$ cat config.mk
export PLATFORM = sky130hd
export DESIGN_NAME = if_prefetch_stage
export DESIGN_NICKNAME = d
export VERILOG_FILES = /design/src/rtl/if_pkg.sv /design/src/rtl/fetch_fifo.sv /design/src/rtl/if_prefetch_stage.sv
export SDC_FILE = /design/constraint.sdc
export NUM_CORES = 1
export LEC_CHECK = 0
export ABC_CLOCK_PERIOD_IN_PS = 4180
export CORE_ASPECT_RATIO = 0.5
export CORE_MARGIN = 2
export CORE_UTILIZATION = 35
export CTS_CLUSTER_DIAMETER = 40
export DETAILED_ROUTE_END_ITERATION = 12
export REMOVE_ABC_BUFFERS = 1
export SLEW_MARGIN = 5
export SYNTH_ARGS = -nofsm -noshare
export SYNTH_HDL_FRONTEND = slang
export SYNTH_HIERARCHICAL = 1
export SYNTH_SLANG_ARGS = --single-unit
$ cat constraint.sdc
create_clock -name clk -period 4.18 [get_ports clk]
set_clock_uncertainty 0.1 [all_clocks]
set_input_delay 0.836 -clock clk [delete_from_list [all_inputs] [get_ports clk]]
set_output_delay 0.836 -clock clk [all_outputs]
set_load 0.02 [all_outputs]
$ cat src/rtl/if_pkg.sv
// Shared definitions for the instruction-fetch prefetch stage.
//   XLEN_DEF     : default PC / instruction width
//   RESET_PC_DEF : default PC loaded while reset is asserted
//   PC_STEP_DEF  : default byte distance between sequential fetches
//   NOP_INSTR    : canonical no-op encoding (addi x0, x0, 0), used as bubble content
package if_pkg;

    localparam int          XLEN_DEF     = 32;
    localparam logic [31:0] RESET_PC_DEF = 32'h0000_0000;
    localparam int          PC_STEP_DEF  = 4;
    localparam logic [31:0] NOP_INSTR    = 32'h0000_0013;

endpackage

$ cat src/rtl/fetch_fifo.sv
// Synchronous FIFO holding fetched {pc, instr} pairs.
// Ports:
//   clk, rst_n      : clock, asynchronous active-low reset
//   i_push, i_wdata : write one entry (ignored when full)
//   i_pop           : drop the head entry (ignored when empty)
//   i_flush         : empty the FIFO at the clock edge; wins over push/pop
//   o_rdata         : head entry
//   o_full, o_empty : occupancy flags
//   o_count         : number of valid entries, 0..DEPTH
module fetch_fifo #(
    parameter int               WIDTH   = 64,
    parameter int               DEPTH   = 4,
    parameter logic [WIDTH-1:0] RST_VAL = '0
) (
    input  logic                       clk,
    input  logic                       rst_n,
    input  logic                       i_push,
    input  logic [WIDTH-1:0]           i_wdata,
    input  logic                       i_pop,
    input  logic                       i_flush,
    output logic [WIDTH-1:0]           o_rdata,
    output logic                       o_full,
    output logic                       o_empty,
    output logic [$clog2(DEPTH):0]     o_count
);

    localparam int AW = $clog2(DEPTH);
    localparam int CW = AW + 1;

    logic [WIDTH-1:0] r_mem [DEPTH];
    logic [AW-1:0]    r_wr_ptr;
    logic [AW-1:0]    r_rd_ptr;
    logic [CW-1:0]    r_count;
    logic             w_do_push;
    logic             w_do_pop;

    assign o_full    = (r_count == CW'(DEPTH));
    assign o_empty   = (r_count == '0);
    assign o_count   = r_count;
    assign o_rdata   = r_mem[r_rd_ptr];
    assign w_do_push = i_push && !o_full;
    assign w_do_pop  = i_pop && !o_empty;

    // Pointers wrap naturally because DEPTH is a power of two.
    always_ff @(posedge clk or negedge rst_n) begin
        if (!rst_n) begin
            r_wr_ptr <= '0;
            r_rd_ptr <= '0;
            r_count  <= '0;
            for (int i = 0; i < DEPTH; i++) begin
                r_mem[i] <= RST_VAL;
            end
        end else if (i_flush) begin
            r_wr_ptr <= '0;
            r_rd_ptr <= '0;
            r_count  <= '0;
        end else begin
            if (w_do_push) begin
                r_mem[r_wr_ptr] <= i_wdata;
                r_wr_ptr        <= r_wr_ptr + 1'b1;
            end
            if (w_do_pop) begin
                r_rd_ptr <= r_rd_ptr + 1'b1;
            end
            case ({w_do_push, w_do_pop})
                2'b10:   r_count <= r_count + CW'(1);
                2'b01:   r_count <= r_count - CW'(1);
                default: r_count <= r_count;
            endcase
        end
    end

endmodule

$ cat src/rtl/if_prefetch_stage.sv
// Instruction-fetch prefetch stage: issues sequential fetches to a fixed
// one-cycle-latency instruction memory and buffers the returned words, each
// tagged with its fetch address, in a small FIFO toward decode.
// Ports:
//   clk, rst_n                  : clock, asynchronous active-low reset
//   redirect_valid, redirect_pc : taken jump/branch; reload PC and flush
//   imem_req, imem_addr         : fetch request and address (current PC)
//   imem_rdata                  : returned word, one cycle after imem_req
//   out_valid, out_ready        : handshake toward decode
//   out_instr, out_pc           : head instruction and its address
module if_prefetch_stage
    import if_pkg::*;
#(
    parameter int              XLEN     = XLEN_DEF,
    parameter int              DEPTH    = 4,
    parameter logic [XLEN-1:0] RESET_PC = XLEN'(RESET_PC_DEF),
    parameter int              PC_STEP  = PC_STEP_DEF
) (
    input  logic            clk,
    input  logic            rst_n,
    input  logic            redirect_valid,
    input  logic [XLEN-1:0] redirect_pc,
    output logic            imem_req,
    output logic [XLEN-1:0] imem_addr,
    input  logic [XLEN-1:0] imem_rdata,
    output logic            out_valid,
    input  logic            out_ready,
    output logic [XLEN-1:0] out_instr,
    output logic [XLEN-1:0] out_pc
);

    localparam int              CW      = $clog2(DEPTH) + 1;
    localparam int              FW      = 2 * XLEN;
    localparam logic [CW:0]     L_DEPTH = (CW + 1)'(DEPTH);
    localparam logic [FW-1:0]   L_BUBBLE = {{XLEN{1'b0}}, XLEN'(NOP_INSTR)};

    logic [XLEN-1:0] r_pc;
    logic [XLEN-1:0] r_req_pc;
    logic            r_inflight;

    logic            w_push;
    logic            w_pop;
    logic            w_full;
    logic            w_empty;
    logic [CW-1:0]   w_count;
    logic [CW:0]     w_occ;
    logic [FW-1:0]   w_head;
    logic [XLEN-1:0] w_redirect_pc;

    assign w_redirect_pc = {redirect_pc[XLEN-1:2], 2'b00};

    // Credit counts stored entries plus the word still in flight; a pop
    // happening this cycle is deliberately not counted as free space.
    assign w_occ    = {1'b0, w_count} + {{CW{1'b0}}, r_inflight};
    assign imem_req = rst_n && !redirect_valid && (w_occ < L_DEPTH);
    assign imem_addr = r_pc;

    // A response landing in a redirect cycle belongs to the old stream and
    // is dropped; the flush empties whatever is already buffered.
    assign w_push = r_inflight && !redirect_valid && !w_full;
    assign w_pop  = !w_empty && out_ready;

    assign out_valid = !w_empty;
    assign out_instr = w_empty ? '0 : w_head[XLEN-1:0];
    assign out_pc    = w_empty ? '0 : w_head[FW-1:XLEN];

    // Reset clears r_inflight, so a word requested before reset is never pushed.
    always_ff @(posedge clk or negedge rst_n) begin
        if (!rst_n) begin
            r_pc       <= RESET_PC;
            r_req_pc   <= '0;
            r_inflight <= 1'b0;
        end else begin
            r_inflight <= imem_req;
            if (imem_req) begin
                r_req_pc <= r_pc;
            end
            if (redirect_valid) begin
                r_pc <= w_redirect_pc;
            end else if (imem_req) begin
                r_pc <= r_pc + XLEN'(PC_STEP);
            end
        end
    end

    fetch_fifo #(
        .WIDTH   (FW),
        .DEPTH   (DEPTH),
        .RST_VAL (L_BUBBLE)
    ) u_fifo (
        .clk     (clk),
        .rst_n   (rst_n),
        .i_push  (w_push),
        .i_wdata ({r_req_pc, imem_rdata}),
        .i_pop   (w_pop),
        .i_flush (redirect_valid),
        .o_rdata (w_head),
        .o_full  (w_full),
        .o_empty (w_empty),
        .o_count (w_count)
    );

endmodule

After elaboration in Yosys (flattened, before gate mapping)
Index checks and enable logic that the tools add are counted.
- bits in registers: 328
- input port bits: 68
- output and inout bits: 98
- logic and storage cells: 59
- add/subtract/negate cells: 6
- $lt $le $gt $ge: 4
- eq/ne operators: 3
- muxes and demuxes: 16
- bitwise operators: 3
- reduce and logical (&&, ||, !) cells: 17
- operator list (cell ; count):
    256-bit bitwise mux ; 1
    64-bit 2-to-1 mux ; 3
    64-bit binary-select mux with 2-bit select ; 1
    64-bit demux with 2-bit select ; 1
    32-bit 2-to-1 mux ; 4
    32-bit by 3-bit adder with 32-bit output, second input constant ; 1
    1-bit logical AND ; 8
    2-bit 2-to-1 mux ; 4
    3-bit >= comparator, second input constant ; 2
    2-bit NOT with 3-bit output ; 2
    3-bit one-hot mux with 2 select lines ; 1
    2-bit nonzero test ; 3
    2-bit by 1-bit adder with 2-bit output, second input constant ; 2
    3-bit by 1-bit adder with 4-bit output ; 1
    4-bit by 3-bit < comparator with 1-bit output, second input constant ; 1
    3-bit by 1-bit adder with 3-bit output, second input constant ; 1
    3-bit == test, second input constant ; 1
    1-bit logical NOT ; 3
    3-bit logical NOT ; 1
    3-bit by 1-bit < comparator with 1-bit output, second input constant ; 1
    3-bit 2-to-1 mux ; 1
    3-bit nonzero test ; 1
    3-bit by 1-bit subtractor with 3-bit output, second input constant ; 1
    2-bit by 1-bit == test with 1-bit output, second input constant ; 1
    3 further kinds ; 3

Logic depth before layout (Yosys ltp)
- depth in word-level cells: 7
- mapped depth: 11
- gate-level depth less buffers: 8

Hierarchy
The synthesis kept the hierarchy.
- modules (own cells, without submodules) (module ; instances ; cells each ; area each (sq um) ; seq. area each (sq um)):
    fetch_fifo ; 1 ; 678 ; 11468.5 ; 6596.3
    if_prefetch_stage ; 1 ; 408 ; 3434.5 ; 1526.5

Worst setup path after synthesis
No wires, ideal clock.
- kind: input to output
- start point: in redirect_valid
- end point: out imem_req
- arrival: 2.262 ns
- data required time: 3.244 ns
- slack: 0.982 ns
- cell stages on the path: 7
- path buffers: 4
- cells stage by stage: clkbuf_1 -> nor2_1 -> nand3_2 -> inv_1 -> buf_2 -> clkbuf_1 -> buf_1
- cells in the longest elaborated chain, start to end: 3
- RTL lines (element ; RTL line ; source):
    from (decl) ; if_prefetch_stage.sv:21 ; input logic redirect_valid,
    1-bit logical NOT ; if_prefetch_stage.sv:55 ; assign imem_req = rst_n && !redirect_valid && (w_occ < L_DEPTH);
    1-bit logical AND (2 in series) ; if_prefetch_stage.sv:55 ;
    to (decl) ; if_prefetch_stage.sv:23 ; output logic imem_req,
No other way between the ends.

Worst setup path after layout
- start point: reg u_fifo.r_rd_ptr[0]
- end point: out out_pc[1]
- cells in the longest elaborated chain, start to end: 5
- RTL lines (element ; RTL line ; source):
    from (decl) ; fetch_fifo.sv:32 ; logic [AW-1:0] r_rd_ptr;
    from (signal assigned) ; fetch_fifo.sv:63 ; r_rd_ptr <= r_rd_ptr + 1'b1;
    2-bit NOT with 3-bit output (not written as such) ; fetch_fifo.sv:40 ; assign o_rdata = r_mem[r_rd_ptr];
    64-bit binary-select mux with 2-bit select ; fetch_fifo.sv:40 ;
    64-bit 2-to-1 mux (not written as such) (2 in series) ; fetch_fifo.sv:40 ;
    net w_head[33] ; if_prefetch_stage.sv:47 ; logic [FW-1:0] w_head;
    32-bit 2-to-1 mux ; if_prefetch_stage.sv:65 ; assign out_pc = w_empty ? '0 : w_head[FW-1:XLEN];
    to (decl) ; if_prefetch_stage.sv:29 ; output logic [XLEN-1:0] out_pc
The timed path passes the listed nets, and every way through them passes these cells. The select of a mux whose other input is x is not followed.

==> results.txt <==
outcome -> finished, final reports clean
Avg Vias per Cell -> 5.10
layout cells sized above 1 -> 0.346
fin crit period -> 3720 ps
DRT Pass-1 Iters -> 5
Remaining Overflow, GRT -> 0
core area -> 42000 um2
cts bufs inserted -> 39
Critical R2R Launch -> u_fifo/o_count[2]
Power Density -> 439 nW/um2
ys flop type -> dfrtp_1
Fin Hold WS -> 81.5 ps
DIE AREA -> 44300 um2
Root Buffer -> clkbuf_16
Starting Density -> 0.355
CTS tree -> yes
Syn-to-layout area delta -> 25.2%
CP Launch Type -> register
Post-route DRC -> 0
worst slew pin tran -> 1000 ps
CTS max path bufs -> 3
#FFs+latches synth -> 324
Post-CTS Hold Buffers -> 0
sequential share of power -> 0.459
Final setup violation count -> 0
Worst-path clk slew -> 60 ps
GPL Wtd Cong -> 0.823
first-pass GRT wire length -> 58400 um
total chip power -> 8.19 mW
Crit. End Element -> output port
net count reported at finish -> 1325
largest net degree at the start of global routing -> 178
overall routing resource usage -> 0.170
Die Wd -> 296 um
Design Area, Final -> 18700 um2
crit path max fanout -> 16
Psw -> 2.00 mW
drt wl/cell -> 19.8 um
peak supply drop -> 0.246 mV
initial antenna violation count -> 1
Final Core Density -> 0.444
clock share of power -> 0.423
Syn Inst Count -> 1086
CP Launch Point -> u_fifo/r_rd_ptr[0]
Post-Route WL -> 36900 um
worst hold path type -> input pin to async pin
period utilization -> 0.889
Cell Int Power -> 6.19 mW
WP data required -> 3240 ps
Rows -> 53
Antenna Nets Post-Route -> 0
Max Cap Viol -> 0
Comb power frac -> 0.118
H-tree Lvls -> 2
HPWL after DPL -> 23200 um
clock sinks -> 324
DR vias -> 9487
Ports -> 166
Die Span Y -> 150 um
sequential area share after synthesis -> 0.545
static leakage -> 8.32 nW
Post-synth EDFFs -> 0
post-cts resize count -> 0
Max Slew Vio Count -> 0
critical path type -> register to output port
Skew-Pair Late Insertion Delay -> 540 ps
Final Hold Fails -> 0
Mapped Avg Cell Area -> 13.7 um2
Slew headroom -> 0.331
Cell Area, Synth -> 14900 um2
via count of the first global-routing pass -> 10400
worst path arrival time -> 2780 ps
Ys Warns -> 6
Sw Share -> 0.244
number of distinct library cells after synthesis -> 59
post-CTS setup buffers -> 0
Async S/R FF share, synth -> 1.00
fmax -> 269 MHz
placed inst area -> 17300 um2
starting DRC count in detailed routing -> 532
unrepaired setup endpoints after global routing -> false
# port buffers -> 161
[path summary, 6_finish.rpt]
path	endpoint	slack, ps	cells after the start
setup / recovery	out_pc[1]	460	4
hold / removal	u_fifo/r_mem[34]	80	1
setup reg to reg	u_fifo/r_mem[9]	1210	7
hold reg to reg	u_fifo/r_mem[100]	400	1
max in group asynchronous	u_fifo/r_mem[80]	2100	3
min in group clk	u_fifo/r_mem[100]	400	1
[logic make-up after synthesis]
family | share of synthesized area
flip-flops | 0.545
XOR/XNOR | 0.00353
AO/OA/AOI/OAI | 0.0324
buffers and inverters | 0.0246
other | 0.000252
adder cells (fa/ha/maj) | 0.00554
multiplexers | 0.291
AND/OR/NAND/NOR | 0.0971
[cells in the final DEF (no fill, tap or decap), drive strengths merged, types with 2 or more instances in the layout]
cell,count
dfrtp,312
mux2,256
clkdlybuf4s50,160
nand2,123
nor2b,68
mux4,64
clkbuf,48
buf,26
nand3,24
o21ai,21
nor2,15
inv,13
dfstp,12
o311ai,11
conb,10
nand4,10
clkinv,10
and3,9
o211ai,9
a221o,9
a21oi,7
clkinvlp,6
ha,5
nor3b,5
or3,5
nand2b,4
bufinv,4
or4,4
nor3,4
xor2,3
xnor2,3
nor4,3
mux2i,2
a31oi,2
[cell type report]
type	count	area (um2)
Antenna cell	1	2.50
Clock buffer	48	1070
Clock inverter	24	272
Fill cell	3720	23300
Inverter	9	33.8
Multi-Input combinational cell	691	6470
Sequential cell	324	8130
Tap cell	577	722
Timing Repair Buffer	186	1950
[cells in the mapped netlist, types with 11 or more instances]
cell	count	area, um2
nand3_1	23	115
o21ai_0	21	105
nand2_1	119	447
dfstp_2	12	315
mux2_2	256	2880
o311ai_0	11	96.3
nor2_1	15	56.3
nor2b_1	68	425
dfrtp_1	312	7810
mux4_2	64	1440
clkbuf_1	26	97.6
buf_2	29	145
[critical path, stage by stage (launching register included)]
cell and delay, ps:
dfrtp_4 670, buf_4 310, mux4_2 520, nor2b_1 140
clkdlybuf4s50_1 600
[registers in the layout (all words and copies together), names as in the netlist]
| register | cells |
|---|---|
| imem_addr | 30 |
| r_inflight | 1 |
| r_req_pc | 30 |
| u_fifo/o_count | 3 |
| u_fifo/r_mem | 256 |
| u_fifo/r_rd_ptr | 2 |
| u_fifo/r_wr_ptr | 2 |
[power groups by stage]
stage,combinational [mW],clock (mW),sequential [mW]
2_1_floorplan,0.610,0,3.75
6_report,0.966,3.47,3.76
5_1_grt,1.05,3.70,3.80
3_3_place_gp,0.943,0,3.77
4_1_cts,0.979,3.55,3.75
3_5_place_dp,0.974,0,3.81
[per-layer routing]
metal	wire, um	GRT usage
met1	15400	0.208
met2	19400	0.304
met3	1210	0.0299
met4	919	0.0558
met5	0	0
[per-stage QoR]
stage / cells / setup WS, ps / TNS [ps]
global placement: 1787 / 695 / 0
finish: 1860 / 464 / 0
floorplan: 1024 / -1870 / -87280
global route: 1860 / 342 / 0
CTS: 1859 / 394 / 0
detailed placement: 1787 / 655 / 0
(Power assumes the default switching activity.)
